==> config.mk <==
export PLATFORM = sky130hd
export DESIGN_NAME = raw2rgb_frame_ctrl
export DESIGN_NICKNAME = d
export VERILOG_FILES = /design/src/rtl/raw2rgb_pkg.sv /design/src/rtl/raw2rgb_edge_det.sv /design/src/rtl/raw2rgb_frame_ctrl.sv
export SDC_FILE = /design/constraint.sdc
export NUM_CORES = 1
export LEC_CHECK = 0
export ABC_AREA = 1
export CORE_AREA = 10 10 76 94
export CTS_BUF_LIST = sky130_fd_sc_hd__clkbuf_4 sky130_fd_sc_hd__clkbuf_8
export DETAILED_ROUTE_END_ITERATION = 6
export DIE_AREA = 0 0 86 104
export PLACE_DENSITY = 0.83
export REMOVE_ABC_BUFFERS = 1
export SYNTH_ARGS = -nofsm -noshare
export SYNTH_HDL_FRONTEND = slang
export SYNTH_HIERARCHICAL = 1
export SYNTH_SLANG_ARGS = --single-unit
export TNS_END_PERCENT = 5
==> constraint.sdc <==
create_clock -name VGA_CLK -period 2.85 [get_ports VGA_CLK]
set_clock_uncertainty 0.2 [all_clocks]
set_input_delay 0.855 -clock VGA_CLK [delete_from_list [all_inputs] [get_ports VGA_CLK]]
set_output_delay 0.855 -clock VGA_CLK [all_outputs]
set_load 0.01 [all_outputs]
==> src/rtl/raw2rgb_pkg.sv <==
// Shared constants for the RAW-to-RGB frame timing controller.
// Optional build macro: FRAME_STATS_EN (see raw2rgb_frame_ctrl).
package raw2rgb_pkg;

    // FSM encoding, exported on state_o for debug
    localparam logic [1:0] ST_IDLE       = 2'd0;
    localparam logic [1:0] ST_WAIT_FRAME = 2'd1;
    localparam logic [1:0] ST_SKIP       = 2'd2;
    localparam logic [1:0] ST_ACTIVE     = 2'd3;

    localparam int unsigned DEF_CNT_W        = 11;
    localparam int unsigned DEF_VAL_LINE_MIN = 1;
    localparam int unsigned DEF_X_MARGIN     = 3;

    // LINE_MAX width and the signed compare width used for the read window
    localparam int unsigned LM_W  = 16;
    localparam int unsigned CMP_W = LM_W + 1;

    // Last pixel index + 1 of the read window; negative when the margin exceeds the line
    function automatic logic signed [CMP_W-1:0] win_limit(input logic [LM_W-1:0] line_max,
                                                         input int unsigned     margin);
        return $signed({1'b0, line_max}) - $signed(CMP_W'(margin));
    endfunction

endpackage

==> src/rtl/raw2rgb_edge_det.sv <==
// Single-register edge detector for the VGA VS/HS strobes.
// Pulses are combinational from the live input and its one-cycle delayed copy.
module raw2rgb_edge_det
    import raw2rgb_pkg::*;
(
    input  logic clk_i,
    input  logic rst_i,
    input  logic d_i,
    output logic rise_o,
    output logic fall_o
);

    logic d_q;

    // Delayed copy of the strobe
    always_ff @(posedge clk_i or posedge rst_i) begin
        if (rst_i) begin
            d_q <= 1'b0;
        end else begin
            d_q <= d_i;
        end
    end

    assign rise_o = d_i & ~d_q;
    assign fall_o = ~d_i & d_q;

endmodule

==> src/rtl/raw2rgb_frame_ctrl.sv <==
// Frame timing controller for the Bayer line buffer / demosaic datapath.
// Derives pixel/line counters, the registered read window, a per-frame restart
// pulse and Bayer phase bits from the VGA VS/HS strobes.
// Optional build macro: FRAME_STATS_EN adds frame_cnt and last_lines outputs.
module raw2rgb_frame_ctrl
    import raw2rgb_pkg::*;
#(
    parameter int unsigned CNT_W        = DEF_CNT_W,
    parameter int unsigned VAL_LINE_MIN = DEF_VAL_LINE_MIN,
    parameter int unsigned X_MARGIN     = DEF_X_MARGIN,
    parameter bit          BAYER_X0     = 1'b0,
    parameter bit          BAYER_Y0     = 1'b0
) (
    input  logic             VGA_CLK,
    input  logic             RST,
    input  logic             VGA_VS,
    input  logic             VGA_HS,
    input  logic [LM_W-1:0]  LINE_MAX,
    output logic [CNT_W-1:0] X_Cont,
    output logic [CNT_W-1:0] Y_Cont,
    output logic             RD_EN,
    output logic             framenew,
    output logic             bayer_x,
    output logic             bayer_y,
    output logic [1:0]       state_o,
    output logic             err_ovf
`ifdef FRAME_STATS_EN
    ,
    output logic [15:0]      frame_cnt,
    output logic [CNT_W-1:0] last_lines
`endif
);

    localparam logic [CNT_W-1:0] CntMax = '1;

    logic             vs_rise, vs_fall, hs_rise, hs_fall;
    logic [1:0]       state_q, state_d;
    logic [CNT_W-1:0] x_q, x_d, y_q, y_d;
    logic [LM_W-1:0]  shadow_q, shadow_d;
    logic             rd_en_q, rd_en_d;
    logic             framenew_q, framenew_d;
    logic             err_ovf_q, err_ovf_d;
    logic             tracking, frame_start, ovf_set;
    logic             x_inc, y_inc;
    logic signed [CMP_W-1:0] x_s, lim_s;

    // Line starts carry no timing information here; only line ends do
    logic unused_hs_rise;
    assign unused_hs_rise = hs_rise;

    raw2rgb_edge_det u_vs_edge (
        .clk_i  (VGA_CLK),
        .rst_i  (RST),
        .d_i    (VGA_VS),
        .rise_o (vs_rise),
        .fall_o (vs_fall)
    );

    raw2rgb_edge_det u_hs_edge (
        .clk_i  (VGA_CLK),
        .rst_i  (RST),
        .d_i    (VGA_HS),
        .rise_o (hs_rise),
        .fall_o (hs_fall)
    );

    // Counters only run inside a frame whose start was seen, so a frame
    // interrupted by reset is ignored until the next VS rise.
    assign tracking    = (state_q == ST_SKIP) || (state_q == ST_ACTIVE);
    assign frame_start = (state_q == ST_WAIT_FRAME) && vs_rise;
    assign x_inc       = tracking && VGA_VS && VGA_HS;
    assign y_inc       = tracking && VGA_VS && hs_fall;

    // FSM next state; VS fall overrides every other transition outside IDLE
    always_comb begin
        state_d = state_q;
        case (state_q)
            ST_IDLE:       if (!VGA_VS) state_d = ST_WAIT_FRAME;
            ST_WAIT_FRAME: if (vs_rise) state_d = ST_SKIP;
            ST_SKIP: begin
                if (hs_fall && (32'(y_q) + 32'd1 > VAL_LINE_MIN)) state_d = ST_ACTIVE;
            end
            ST_ACTIVE:     state_d = ST_ACTIVE;
            default:       state_d = ST_IDLE;
        endcase
        if ((state_q != ST_IDLE) && vs_fall) state_d = ST_WAIT_FRAME;
    end

    // Saturating pixel/line counters and the LINE_MAX shadow capture
    always_comb begin
        x_d      = x_q;
        y_d      = y_q;
        shadow_d = shadow_q;
        ovf_set  = 1'b0;
        if (frame_start) begin
            x_d      = '0;
            y_d      = '0;
            shadow_d = LINE_MAX;
        end else begin
            if (hs_fall) begin
                x_d = '0;
            end else if (x_inc) begin
                if (x_q == CntMax) ovf_set = 1'b1;
                else               x_d = x_q + CNT_W'(1);
            end
            if (y_inc) begin
                if (y_q == CntMax) ovf_set = 1'b1;
                else               y_d = y_q + CNT_W'(1);
            end
        end
    end

    // Read window, restart pulse and sticky overflow flag
    always_comb begin
        x_s        = $signed(CMP_W'(x_q));
        lim_s      = win_limit(shadow_q, X_MARGIN);
        rd_en_d    = tracking && ((state_q == ST_ACTIVE) || (32'(y_q) > VAL_LINE_MIN)) &&
                     (x_s < lim_s) && VGA_VS && VGA_HS;
        framenew_d = frame_start;
        err_ovf_d  = err_ovf_q;
        if (framenew_q) err_ovf_d = 1'b0;
        if (ovf_set)    err_ovf_d = 1'b1;
    end

    // State register bank
    always_ff @(posedge VGA_CLK or posedge RST) begin
        if (RST) begin
            state_q    <= ST_IDLE;
            x_q        <= '0;
            y_q        <= '0;
            shadow_q   <= '0;
            rd_en_q    <= 1'b0;
            framenew_q <= 1'b0;
            err_ovf_q  <= 1'b0;
        end else begin
            state_q    <= state_d;
            x_q        <= x_d;
            y_q        <= y_d;
            shadow_q   <= shadow_d;
            rd_en_q    <= rd_en_d;
            framenew_q <= framenew_d;
            err_ovf_q  <= err_ovf_d;
        end
    end

`ifdef FRAME_STATS_EN
    logic [15:0]      frame_cnt_q;
    logic [CNT_W-1:0] last_lines_q;

    // Frame counter and line count of the last completed frame
    always_ff @(posedge VGA_CLK or posedge RST) begin
        if (RST) begin
            frame_cnt_q  <= '0;
            last_lines_q <= '0;
        end else begin
            if (framenew_q) frame_cnt_q <= frame_cnt_q + 16'd1;
            if (vs_fall && (state_q != ST_IDLE)) last_lines_q <= y_q;
        end
    end

    assign frame_cnt  = frame_cnt_q;
    assign last_lines = last_lines_q;
`endif

    assign X_Cont   = x_q;
    assign Y_Cont   = y_q;
    assign RD_EN    = rd_en_q;
    assign framenew = framenew_q;
    assign err_ovf  = err_ovf_q;
    assign state_o  = state_q;
    assign bayer_x  = x_q[0] ^ BAYER_X0;
    assign bayer_y  = y_q[0] ^ BAYER_Y0;

endmodule

After elaboration in Yosys (flattened, before gate mapping)
Cells that the tools add are included.
{"block": "word_totals", "word_cells": 72, "output_inout_bits": 29, "inputBits": 20, "reg_bits": 45}
{"block": "classes", "addsub": 4, "magnitude_cmp": 3, "reduce_logical": 20, "bitwise_logic": 6, "eq_ne": 10, "mux": 20}
{"cell": "two-way mux 11 bit", "count": 7}
{"cell": "adder 11 x 1 -> 11 bit (second input constant)", "count": 2}
{"cell": "== test 11 bit (second input constant)", "count": 2}
{"cell": "< comparator 12 x 17 -> 1 bit", "count": 1}
{"cell": "subtractor 16 x 2 -> 17 bit (second input constant)", "count": 1}
{"cell": "adder 11 x 1 -> 12 bit (second input constant)", "count": 1}
{"cell": "greater-than comparator 12 x 1 -> 1 bit (second input constant)", "count": 1}
{"cell": "greater-than comparator 11 x 1 -> 1 bit (second input constant)", "count": 1}
{"cell": "logical AND 1 bit", "count": 10}
{"cell": "two-way mux 1 bit", "count": 8}
{"cell": "two-way mux 2 bit", "count": 4}
{"cell": "one-hot mux 2 bit (4 select lines)", "count": 1}
{"cell": "inequality test 3 bit (second input constant)", "count": 2}
{"cell": "nonzero test 2 bit", "count": 3}
{"cell": "== test 2 bit (second input constant)", "count": 2}
{"cell": "AND reduction 2 bit", "count": 2}
{"cell": "AND 1 bit", "count": 3}
{"cell": "inequality test 3 x 1 -> 1 bit (second input constant)", "count": 1}
{"cell": "inequality test 3 x 2 -> 1 bit (second input constant)", "count": 1}
{"cell": "inverter 1 bit", "count": 3}
{"cell": "AND reduction 3 bit", "count": 1}
{"cell": "nonzero test 3 bit", "count": 1}
{"cell": "== test 2 x 1 -> 1 bit (second input constant)", "count": 1}
{"cell": "logical NOT 2 bit", "count": 1}
{"cell": "2 further kinds", "count": 3}

Depth between registers and ports, before layout
{"block": "logic_depth", "depth_word": 10, "ltp_mapped": 16}

Modules after synthesis
Netlist, hierarchy kept.
{"mod": "raw2rgb_frame_ctrl", "area_per_inst_um2": 2731.4, "n_inst": 1, "cells_each": 363}
{"mod": "raw2rgb_edge_det", "area_per_inst_um2": 43.8, "n_inst": 2, "cells_each": 6}

Worst setup path before layout
No wires, ideal clock.
{"block": "synth_timing", "kind": "register to register", "startpoint": "register shadow_q[0]", "endpoint": "register rd_en_q (netlist: RD_EN)", "t_arrival_ps": 1923, "period_less_slack_ps": 2200, "n_path_buf": 0, "path_stages_with_launch": 15, "t_required_ps": 2572, "path_slack_ps": 650, "cell_sequence": "dfrtp_1 ha_1 nor2_1 nand2_1 nor3_1 xor2_1 ha_1 a21oi_1 o21a_1 nand2_1 nand2_1 nand2_1 nand2_1 nand2_1 a21oi_1"}
{"block": "synth_between", "elab_chain_cells": 5}
{"element": "start: declaration", "line": "raw2rgb_frame_ctrl.sv:39", "source": "logic [LM_W-1:0] shadow_q, shadow_d;"}
{"element": "start signal: assignment", "line": "raw2rgb_frame_ctrl.sv:139", "source": "shadow_q <= shadow_d;"}
{"element": "subtractor 16 x 2 -> 17 bit", "line": "raw2rgb_pkg.sv:22", "source": "return $signed({1'b0, line_max}) - $signed(CMP_W'(margin));"}
{"element": "< comparator 12 x 17 -> 1 bit", "line": "raw2rgb_frame_ctrl.sv:118", "source": "(x_s < lim_s) && VGA_VS && VGA_HS;"}
{"element": "logical AND 1 bit", "line": "raw2rgb_frame_ctrl.sv:117", "source": "rd_en_d = tracking && ((state_q == ST_ACTIVE) || (32'(y_q) > VAL_LINE_MIN)) &&"}
{"element": "logical AND 1 bit (2 in a row)", "line": "raw2rgb_frame_ctrl.sv:118"}
{"element": "via rd_en_d", "line": "raw2rgb_frame_ctrl.sv:40", "source": "logic rd_en_q, rd_en_d;"}
{"element": "end signal: assignment", "line": "raw2rgb_frame_ctrl.sv:140", "source": "rd_en_q <= rd_en_d;"}
{"element": "end: declaration", "line": "raw2rgb_frame_ctrl.sv:40"}
The timed path passes the listed nets, and every way through them passes these cells.
A chain may end at the register's enable or synchronous reset.

Worst setup path after layout
Ends and elaborated chain as after synthesis.

==> results by group <==
Yosys
  • Avg Cell Area, Syn: 7.54 µm²
  • Mapped Cells: 373
  • Ys Warns: 6
  • Synth Cell Area: 2810 µm²

Floorplan
  • Core area: 5370 µm²
  • Initial Util: 0.524
  • Die X: 86 µm
  • Num ports: 49
  • # rows: 30
  • Die height: 104 µm
  • Die area: 8940 µm²

Layout
  • Most common cell after layout, fill and taps aside: nand2_1
  • Ant. Diodes: 0
  • Most frequent cells in the layout: nand2_1 (97), inv_1 (52), clkdlybuf4s50_1 (48)
  • Layout cells sized above 1: 0.0701
  • Fin util: 0.648
  • Area grow syn2layout: 23.7%
  • Post-route cell area: 3480 µm²
  • Filler instances: 469
  • Nets: 462

Placed design
  • Final HPWL DP: 5380 µm
  • IO Port Bufs: 48
  • Dpl cell area: 3380 µm²
  • Placer Congestion: 0.833
  • Dpl ws: 147 ps

Worst setup path
  • CP max stage delay: 440 ps
  • CP Class: reg -> reg
  • Critical Path RT: 2870 ps
  • Worst setup EP type: register
  • Critical path arrival: 2650 ps
  • Crit-path cells: ha_1 > nor2_1 > nand2_1 > nor3_1 > xor2_1 > ha_1 > a21oi_1 > o21a_1 > nand2_1 > nand2_1 > nand2_1 > nand2_1 > nand2_1 > a21oi_1
  • R2R setup slack: 220 ps
  • R2r worst-path depth: 14
  • Slowest-stage cell, CP: dfrtp_1
  • Startpoint type of the worst setup path: register
  • RR Endpoint: RD_EN
  • Reg2reg start: shadow_q[0]
  • CP Max Fanout: 4
  • Most frequent CP cell: nand2_1

Min path
  • Hold Path Cell Cnt: 1
  • HP Class: reg -> reg
  • Hold path startpoint: framenew
  • WHS Endpoint: err_ovf

Clock network
  • CTS buffer count: 5
  • Worst-skew pair later-pin latency: 300 ps
  • Root Buffer Master: clkbuf_8
  • Post-CTS resize count: 0
  • Post-CTS setup buffer count: 0
  • Clk sinks: 45
  • CTS max path bufs: 2
  • # hold bufs at CTS: 0
  • CTS tree: done
  • H-tree levels: 2
  • Clk slew on worst S/H paths: 80 ps

GRT
  • Vias in the first global route: 2565
  • GR Overflow Total: 0
  • Antenna violations before repair: 0
  • Pin count of the biggest net entering global routing: 29
  • Overall routing resource usage: 0.156
  • First-pass GRT wire length: 11700 µm

STA
  • Max Slew Vio Count: 0
  • Fin. Hold Viols: 0
  • Final Hold Slack: 261 ps
  • Max Clk Rate: 380 MHz
  • Setup tns final: 0 ps
  • RSZ-0062 raised after global routing: false
  • Worst setup margin: 216 ps
  • Finish-stage setup viols: 0
  • Tmin final: 2630 ps
  • Rel. slew slack: 0.746
  • Slew @ Worst Pin: 381 ps
  • Final worst path period share: 0.924

Drt
  • Routed WL per cell: 14.0 µm
  • Routed WL: 6880 µm
  • Vias per std cell: 5.25
  • Detailed-route via count: 2583
  • DRT Pass-1 Iters: 4
  • Drt drc: 0
  • Final ANT Viol Nets: 0
  • Detailed Route Iter0 Violations: 103

Outcome
  • Status: finished, final reports clean

Power and ir drop
  • Static leakage: 1.64 nW
  • Seq pwr share: 0.393
  • Peak VDD IR: 0.480 mV
  • Power Dens Cells: 737 nW/µm²
  • Sw Share: 0.407
  • Sw power: 0.00104 W
  • Combinational fraction of design power: 0.439
  • Clock Power Share: 0.169
  • Internal power: 0.00152 W

Job
  • Max-cap violations: 0
-- layout make-up --
class	instances	area (µm²)	area share
Timing Repair Buffer	54	526	0.151
Sequential cell	45	1130	0.324
Inverter	54	203	0.0583
Clock inverter	1	5.00	0.00144
Tap cell	64	80.1	0.0230
Multi-Input combinational cell	267	1440	0.415
Clock buffer	7	96.3	0.0277
-- power groups by stage --
stage / logic, W / clock network (W) / registers, W
5_1_grt: 0.00127 / 0.000473 / 0.00103
6_report: 0.00112 / 0.000433 / 0.00101
4_1_cts: 0.00114 / 0.000443 / 0.00100
3_5_place_dp: 0.00113 / 0 / 0.00101
3_3_place_gp: 0.00107 / 0 / 0.00100
2_1_floorplan: 0.000703 / 0 / 0.00100
-- stage by stage --
step	instances	total power, W
2_1_floorplan	366	0.00170
3_3_place_gp	484	0.00208
3_5_place_dp	484	0.00214
4_1_cts	492	0.00258
5_1_grt	492	0.00277
6_report	492	0.00256
-- routing by layer --
layer  global-route usage  share of wire  up-vias
met5                    0              0        -
met4               0.0672          0.024        0
met3               0.0337          0.043       14
met2                0.287           0.55       62
met1                0.162           0.39     1201
li1                     -              -     1306
-- worst max-delay path, delay by kind of cell (launching register included) --
family | cells | cell delay, ps
compound gates | 3 | 510
xor+xnor | 1 | 190
flops | 1 | 440
fa+ha+maj | 2 | 520
simple gates | 8 | 670
-- registers in the layout, summed over array words and instances, names as in the netlist --
register / cells
err_ovf: 1
u_vs_edge/d_q: 1
state_o: 2
framenew: 1
X_Cont: 11
u_hs_edge/d_q: 1
RD_EN: 1
Y_Cont: 11
shadow_q: 16
-- worst max-delay path by stage --
stage                            from        end  slack [ps]  cells past startpoint
final                     shadow_q[0]      RD_EN         220                     14
after global routing      shadow_q[0]      RD_EN          30                     14
after CTS                 shadow_q[0]      RD_EN         220                     14
after detailed placement       VGA_VS  X_Cont[7]         150                     10
after global placement         VGA_VS  X_Cont[5]         210                     10
after floorplan                VGA_VS  X_Cont[8]         520                      9
Power figures use the tool's default switching activity.
==> variant: new RTL, config.mk and constraints unchanged <==
Add a define of `FRAME_STATS_EN`.
--- a/src/rtl/raw2rgb_frame_ctrl.sv
+++ b/src/rtl/raw2rgb_frame_ctrl.sv
@@ -3,4 +3,6 @@
 // pulse and Bayer phase bits from the VGA VS/HS strobes.
 // Optional build macro: FRAME_STATS_EN adds frame_cnt and last_lines outputs.
+`define FRAME_STATS_EN
+
 module raw2rgb_frame_ctrl
     import raw2rgb_pkg::*;
Check against the original RTL (old outputs only; new: frame_cnt and last_lines): equivalent (equiv_simple and equiv_induct, registers matched by name and starting in step).
==> variant against the unedited design <==
Global-route usage rose by 16 points; sequential cell count grew 27; combinational power increased by 98%; routed wire length up 110%; synthesized area increased by 39%; first-iteration DRC count rose to 6.5 times the old value; final cell count up 32%; worst setup slack better by 0.011 ns; power is 92% higher; design area increased by 44%.
==> variant: results (changes against the unedited design) <==
stage	metric	value	unit	change
synth	syn_inst	496		was 373
min_path	hold_depth	2		was 1
clock_tree	clk_latency	0.36	ns	was 0.30 ns
route	drt_iter0_markers	669		was 103
layout	finalNetCount	616		was 462
place	place_area	0.00477	mm2	was 0.00338 mm2
global_route	grt_max_degree	25		was 29
setup_path	reg2reg_to	RD_EN$_DFF_PP0_		unchanged
power	ir_drop	0.687	mV	was 0.480 mV
global_route	grt_pass1_vias	4365		was 2,565
clock_tree	postCtsSetupBuffers	0		unchanged
setup_path	path_class	flip-flop to flip-flop		unchanged
min_path	hp-class	flip-flop to flip-flop		unchanged
place	dp.cells	633		was 484
timing	finalWorstSetupSlack	0.227	ns	was 0.216 ns
place	hpwl	8280	um	was 5380 um
setup_path	r2r_cells	15		was 14
global_route	grt_pass1_wl	22900	um	was 11,700 um
place	gp_congestion	0.915		was 0.833
clock_tree	numCtsBuffers	9		was 5
power	seq_cell_power	1.73	mW	was 1.01 mW
layout	antennaDiodeCount	0		unchanged
power	switching_share	43.8	%	was 40.7%
min_path	hp-start	last_lines[6]$_DFFE_PP0P_		was framenew$_DFF_PP0_
timing	finalHoldWorstSlack	0.292	ns	was 0.261 ns
setup_path	crit_start	shadow_q[0]$_DFFE_PP0P_		unchanged
power	power.leakage	2.44	nW	was 1.64 nW
timing	worst_pin_slew	0.681	ns	was 0.381 ns
route	via_per_inst	6.58		was 5.25
setup_path	crit_arrival	2.71	ns	was 2.65 ns
power	clockPowerShare	19.5	%	was 16.9%
global_route	antenna_found_initial	0		unchanged
setup_path	critPathMaxFanout	4		unchanged
clock_tree	ctsResizeCount	0		unchanged
clock_tree	cts_root_buffer	clkbuf_8		unchanged
global_route	grtUsageTotal	31.9	%	was 15.6%
run_status	status	finished, final reports clean		unchanged
place	pre_cts_slack	0.0914	ns	was 0.147 ns
place	portBuffers	75		was 48
power	finalPower	4.91	mW	was 2.56 mW
min_path	holdPathEnd	last_lines[6]$_DFFE_PP0P_		was err_ovf$_DFFE_PP0P_
route	drt-total-wl	14400	um	was 6880 um
route	first_pass_iters	7		was 4
route	post_drt_wl_per_cell	22.2	um	was 14.0 um
layout	drive_above_1_share	6.50	%	was 7.01%
clock_tree	htree_levels	3		was 2
-- variant: cell type report --
cell class,count,area (um2)
Sequential cell,72,1800
Multi-Input combinational cell,339,1770
Timing Repair Buffer,83,836
Fill cell,196,374
Inverter,75,282
Clock buffer,10,138
Clock inverter,6,90.1
Tap cell,64,80.1
-- variant: worst max-delay path, cell delays in order (launching register included) --
cell and delay, ns:
dfrtp_1 0.43, ha_1 0.24, inv_1 0.09, nand2_1 0.12, nor2_1 0.29, xor2_1 0.18
ha_1 0.26, nand2_1 0.08, nor2_1 0.05, nor3_1 0.13, nand2_1 0.07, nand2_1 0.06
nand2_1 0.04, nand2_1 0.06, nand2_1 0.07, a21oi_1 0.17
-- variant: layer usage --
metal  GRT usage (%)  vias to the layer above  share of wire, %
met5               0                        -                 0
met4            22.2                        0               7.7
met3            8.54                      142                11
met2            53.6                      428                49
met1            33.0                     1968                32
li1                -                     1731                 -
